File: config.mk
export PLATFORM = sky130hd
export DESIGN_NAME = iter_alu
export DESIGN_NICKNAME = d
export VERILOG_FILES = /design/src/rtl/alu_pkg.sv /design/src/rtl/alu_addsub.sv /design/src/rtl/iter_alu.sv
export SDC_FILE = /design/constraint.sdc
export NUM_CORES = 1
export LEC_CHECK = 0
export BUFFER_PORTS_ARGS = -buffer_cell sky130_fd_sc_hd__buf_2
export CORE_ASPECT_RATIO = 1.5
export CORE_MARGIN = 2
export CORE_UTILIZATION = 45
export CTS_CLUSTER_DIAMETER = 100
export DETAILED_ROUTE_END_ITERATION = 12
export HOLD_SLACK_MARGIN = 0.1
export PLACE_DENSITY_LB_ADDON = 0.3
export SYNTH_ARGS = -nofsm -noshare
export SYNTH_HDL_FRONTEND = slang
export SYNTH_SLANG_ARGS = --single-unit
File: constraint.sdc
create_clock -name clk -period 3 [get_ports clk]
set_input_delay 0.3 -clock clk [delete_from_list [all_inputs] [get_ports clk]]
set_output_delay 0.3 -clock clk [all_outputs]
set_load 0.01 [all_outputs]
File: src/rtl/alu_pkg.sv
// Shared encodings for the iterative ALU: operation codes and controller states.
package alu_pkg;

  typedef enum logic [2:0] {
    AcAdd  = 3'b000,
    AcAdc  = 3'b001,
    AcSub  = 3'b010,
    AcSbc  = 3'b011,
    AcAnd  = 3'b100,
    AcOr   = 3'b101,
    AcXor  = 3'b110,
    AcNand = 3'b111
  } acode_e;

  typedef enum logic [1:0] {
    ScShl = 2'b00,
    ScSar = 2'b01,
    ScRol = 2'b10,
    ScRor = 2'b11
  } scode_e;

  localparam logic [1:0] StIdle  = 2'd0;
  localparam logic [1:0] StShift = 2'd1;
  localparam logic [1:0] StDone  = 2'd2;

endpackage

File: src/rtl/alu_addsub.sv
// Combinational add/subtract with carry-in; cout reports borrow when subtracting.
module alu_addsub #(
  parameter int WIDTH = 8
) (
  input  logic [WIDTH-1:0] a,
  input  logic [WIDTH-1:0] b,
  input  logic             cin,
  input  logic             sub,
  output logic [WIDTH-1:0] sum,
  output logic             cout,
  output logic             ovf
);

  logic [WIDTH-1:0] b_eff;
  logic             cin_eff;
  logic [WIDTH:0]   full;

  // Subtraction is a + ~b + ~borrow_in; the raw carry out is then the inverse of borrow.
  always_comb begin
    b_eff   = sub ? ~b : b;
    cin_eff = sub ? ~cin : cin;
    full    = {1'b0, a} + {1'b0, b_eff} + {{WIDTH{1'b0}}, cin_eff};
    sum     = full[WIDTH-1:0];
    cout    = sub ? ~full[WIDTH] : full[WIDTH];
    ovf     = (a[WIDTH-1] == b_eff[WIDTH-1]) && (sum[WIDTH-1] != a[WIDTH-1]);
  end

endmodule

File: src/rtl/iter_alu.sv
// Iterative ALU: single-cycle arithmetic/logic ops, bit-serial shifts and rotates,
// with a registered result and Z/C/N/V flag register.
module iter_alu import alu_pkg::*; #(
  parameter int WIDTH = 8,
  parameter int SHW   = $clog2(WIDTH)
) (
  input  logic             clk,
  input  logic             rst,
  input  logic             in_valid,
  output logic             in_ready,
  input  logic [WIDTH-1:0] a,
  input  logic [WIDTH-1:0] b,
  input  logic             is_shift,
  input  logic [2:0]       acode,
  input  logic [1:0]       scode,
  input  logic             update_flags,
  output logic             out_valid,
  input  logic             out_ready,
  output logic [WIDTH-1:0] r,
  output logic             zero,
  output logic             carry,
  output logic             neg,
  output logic             ovf
);

  localparam logic [SHW-1:0] CntOne = 1;

  logic [1:0]       state_q;
  logic [WIDTH-1:0] r_q;
  logic [SHW-1:0]   cnt_q;
  scode_e           scode_q;
  logic             upd_q;
  logic             z_q, c_q, n_q, v_q;

  logic [WIDTH-1:0] as_sum;
  logic             as_cout, as_ovf;
  logic [WIDTH-1:0] op_r;
  logic [WIDTH-1:0] sh_r;
  logic             sh_c;
  logic [SHW-1:0]   amt;

  assign amt = b[SHW-1:0];

  alu_addsub #(.WIDTH(WIDTH)) u_addsub (
    .a    (a),
    .b    (b),
    .cin  (acode[0] & c_q),
    .sub  (acode[1]),
    .sum  (as_sum),
    .cout (as_cout),
    .ovf  (as_ovf)
  );

  always_comb begin
    op_r = as_sum;
    case (acode_e'(acode))
      AcAnd:   op_r = a & b;
      AcOr:    op_r = a | b;
      AcXor:   op_r = a ^ b;
      AcNand:  op_r = ~(a & b);
      default: op_r = as_sum;
    endcase
  end

  // One bit position per cycle; sh_c is the bit leaving the word on this step.
  always_comb begin
    sh_r = r_q;
    sh_c = 1'b0;
    unique case (scode_q)
      ScShl: begin sh_r = {r_q[WIDTH-2:0], 1'b0};        sh_c = r_q[WIDTH-1]; end
      ScSar: begin sh_r = {r_q[WIDTH-1], r_q[WIDTH-1:1]}; sh_c = r_q[0];       end
      ScRol: begin sh_r = {r_q[WIDTH-2:0], r_q[WIDTH-1]}; sh_c = r_q[WIDTH-1]; end
      ScRor: begin sh_r = {r_q[0], r_q[WIDTH-1:1]};       sh_c = r_q[0];       end
      default: ;
    endcase
  end

  always_ff @(posedge clk) begin
    if (rst) begin
      state_q <= StIdle;
      r_q     <= '0;
      cnt_q   <= '0;
      scode_q <= ScShl;
      upd_q   <= 1'b0;
      z_q     <= 1'b0;
      c_q     <= 1'b0;
      n_q     <= 1'b0;
      v_q     <= 1'b0;
    end else begin
      case (state_q)
        StIdle: begin
          if (in_valid) begin
            upd_q   <= update_flags;
            scode_q <= scode_e'(scode);
            if (is_shift) begin
              r_q   <= a;
              cnt_q <= amt;
              if (amt == '0) begin
                state_q <= StDone;
                if (update_flags) begin
                  z_q <= (a == '0);
                  n_q <= a[WIDTH-1];
                end
              end else begin
                state_q <= StShift;
              end
            end else begin
              r_q     <= op_r;
              state_q <= StDone;
              if (update_flags) begin
                z_q <= (op_r == '0);
                n_q <= op_r[WIDTH-1];
                if (!acode[2]) begin
                  c_q <= as_cout;
                  v_q <= as_ovf;
                end
              end
            end
          end
        end
        StShift: begin
          r_q   <= sh_r;
          cnt_q <= cnt_q - CntOne;
          if (cnt_q == CntOne) begin
            state_q <= StDone;
            if (upd_q) begin
              z_q <= (sh_r == '0);
              n_q <= sh_r[WIDTH-1];
              c_q <= sh_c;
            end
          end
        end
        StDone: begin
          if (out_ready) state_q <= StIdle;
        end
        default: state_q <= StIdle;
      endcase
    end
  end

  assign in_ready  = (state_q == StIdle);
  assign out_valid = (state_q == StDone);
  assign r         = r_q;
  assign zero      = z_q;
  assign carry     = c_q;
  assign neg       = n_q;
  assign ovf       = v_q;

endmodule

==> impl_results.md <==
* Status: complete, no violations
* Crit. Startpoint: carry
* Post-DP HPWL at 4.80 mm
* Critical Path Stages at 11
* Drt first pass iters at 4
* Routed vias/inst at 5.64
* Worst Hold Class: in2reg
* Area after DPL at 0.00262 sq mm
* Synth Area in Compound Gates at 25.6%
* Max-cap violations at 0
* XOR/XNOR share of the synthesized area at 5.83%
* Post-synth EDFFs at 0
* Leading area contributor after synthesis: dfxtp_1
* Largest delay contributor family on the critical path: compound AO/OA/AOI/OAI gates
* Leak pwr at 1.19 nW
* DIE WIDTH at 63.7 microns
* Simple-gate share of the synthesized area at 22.2%
* P&R area growth vs syn at 10.5%
* Largest net degree at the start of global routing at 32
* FILL cells at 512
* Design area at 0.00266 sq mm
* Via count at 2347
* # diodes at 0
* Sum Neg Setup Slack at 0 ps
* Reg area at 400 sq um
* IO buf count at 40
* Worst-Margin Slew at 484 ps
* Starting DRT DRC Count at 102
* Synth top area cells: dfxtp_1, ha_1, a21oi_1
* Crit Path Category: reg2reg
* Worst setup EP type: flip-flop
* Seq/Total Area, Yosys at 16.7%
* Max-slew violation count at 0
* Clock Skews at 2.50 ps
* Ys flop type: dfxtp_1
* Async S/R FF share, synth at 0%
* Adder-cell share of the synthesized area at 15.2%
* Maximum vdd drop at 0.203 mV
* Crit path max fanout at 3
* Die height at 93.5 microns
* CTS Buf Count at 3
* Largest family of logic cells by synthesized area: compound AO/OA/AOI/OAI gates
* Relative slew slack at 67.7%
* Global-route usage over all layers at 20.9%
* Root Buffer Master: clkbuf_8
* Worst skew pair latency at 260 ps
* Core footprint at 0.00516 sq mm
* Hold_sp: scode[1]
* Post-Route WL at 5.91 mm
* Synth Warn # at 0
* Worst Setup Start Kind: flip-flop
* # hold bufs at CTS at 0
* Worst path required time at 3190 ps
* Share of layout cells above drive strength 1 at 17.0%
* Instance count of the mapped netlist at 319
* Fin nets at 405
* Hold Vio Cnt, Final at 0
* Max frequency at 382 MHz
* Area of the multi-input gates at 0.00179 sq mm
* Gpl congestion at 0.939
* Post-DR wirelength/cell at 14.2 microns
* Post-CTS Setup Bufs at 0
* Final setup fails at 0
* Reg-to-reg critical path startpoint: carry
* Routed Antenna Nets at 0
* Pwr per Cell Area at 358 mW/mm^2
* Buf+Inv Stages, Crit Path at 1
* Synthesized area per cell at 7.53 sq um
* Synth Register Bits at 20
* Commonest cells in the netlist: nand2_1, a21oi_1, ha_1, nor2_1, inv_1
* Yosys top cell area share at 16.7%
* Slowest CP cell: fa_1
* H-tree levels at 1
* Min Tclk post-route at 2620 ps
* Total grt overflow at 0
* Count leader, synth: nand2_1
* CP Cell Sequence: nand2_1 > xor2_1 > fa_1 > inv_1 > fa_1 > a211oi_1 > o31ai_2 > a31oi_1 > xor2_1 > a211o_1 > a21oi_1
* Mux contribution to synthesized area at 5.67%
* Critical path arrival at 2810 ps
* Post_cts resized at 0
* Worst stage delay on the critical path at 400 ps
* CTS tree: yes
* Final core occ at 51.4%
* Reg2Reg Depth at 11
* CTS max path bufs at 2
* Die area at 0.00595 sq mm
* Rows at 32
* RSZ-0062 raised after global routing: no
* Mapped Area at 0.00240 sq mm
* Antenna violations before repair at 0
* Hold path cells at 3
* Count of cell types in the netlist at 58
* Clk sinks at 20
* Final period utilization at 87.4%
* Initial Utilization at 46.5%
* Synth Net Count at 374
* Io pins at 41
* Remaining routing DRC violations at 0
* First-pass GRT wire length at 10.1 mm
* Clock transition at path regs at 70 ps
* Vias in the first global route at 2245
==> layout make-up <==
cell class	instances	share of cell area [%]
clock buffers	3	1.55
inverters	25	3.53
multi-input cells	254	67.4
flip-flops and latches	20	15.1
well taps	68	3.20
repair buffers	46	9.23
==> sequential cells by signal (all words and copies together), names as in the netlist <==
name     count
r            8
cnt_q        3
scode_q      2
state_q      2
carry        1
neg          1
ovf          1
upd_q        1
zero         1
==> cells by family after synthesis <==
kind of cell / count (synthesis)
and+or+nand+nor: 105
AOI/OAI and AO/OA: 92
buffers and inverters: 45
adders and majority gates: 28
DFF: 20
xor gates and xnor gates: 16
muxes: 13
==> cell usage in the layout (no fill, tap or decap), types with 2 or more instances in the layout <==
cell type and n:
o22ai_1 3, a21o_1 4, ha_1 26, o311ai_1 2, nor3b_1 4, nand3b_1 4
a211o_1 2, nor2_1 26, mux2i_1 11, clkbuf_8 3, a31oi_1 8, o32ai_1 2
o211ai_1 4, nor2b_1 13, nor4_1 2, buf_2 40, nor3_1 4, xor2_1 13
o21ai_0 16, and2_1 2, a211oi_1 9, inv_1 24, a21oi_1 28, dfxtp_1 20
nand2b_1 5, nand3_1 5, or3_1 2, fa_1 2, buf_4 6, xnor2_1 3
nand2_1 29
==> final timing paths <==
check,end,slack [ps]
worst max-delay path,carry,380
worst min-delay path,scode_q[1],280
worst max register to register,carry,380
worst min register to register,ovf,450
==> power by group <==
group | switching, W | internal (W) | total, W | leakage [nW]
Clock | 0.0000877 | 0.0000895 | 0.000177 | 0.0216
Sequential | 0.0000347 | 0.000291 | 0.000325 | 0.164
Combinational | 0.000253 | 0.000195 | 0.000449 | 1.00
==> through the flow <==
| stage | setup slack (ps) | total power (W) | hold WS, ps | std cells |
|---|---|---|---|---|
| 6_report | 379 | 0.000951 | 278 | 416 |
| 5_1_grt | 221 | 0.00103 | 293 | 416 |
| 4_1_cts | 383 | 0.000956 | 277 | 416 |
| 3_5_place_dp | 335 | 0.000779 | 448 | 413 |
| 3_3_place_gp | 387 | 0.000768 | 438 | 413 |
| 2_1_floorplan | 295 | 0.000664 | 436 | 319 |
==> layer usage <==
| metal | share of wire, % | vias to the layer above | track usage (%) |
|---|---|---|---|
| met1 | 41 | 1061 | 24.2 |
| met4 | 5.0 | 0 | 12.1 |
| met3 | 3.3 | 24 | 1.32 |
| met5 | 0 | - | 0 |
| met2 | 51 | 69 | 37.5 |
| li1 | - | 1193 | - |
==> worst min-delay path: cells and delay by family <==
kind,cells,cell delay (ps)
and+or+nand+nor,1,50
buffers and inverters,1,100
AOI/OAI and AO/OA,1,50
Note: power is estimated with default switching activity, not from simulation.
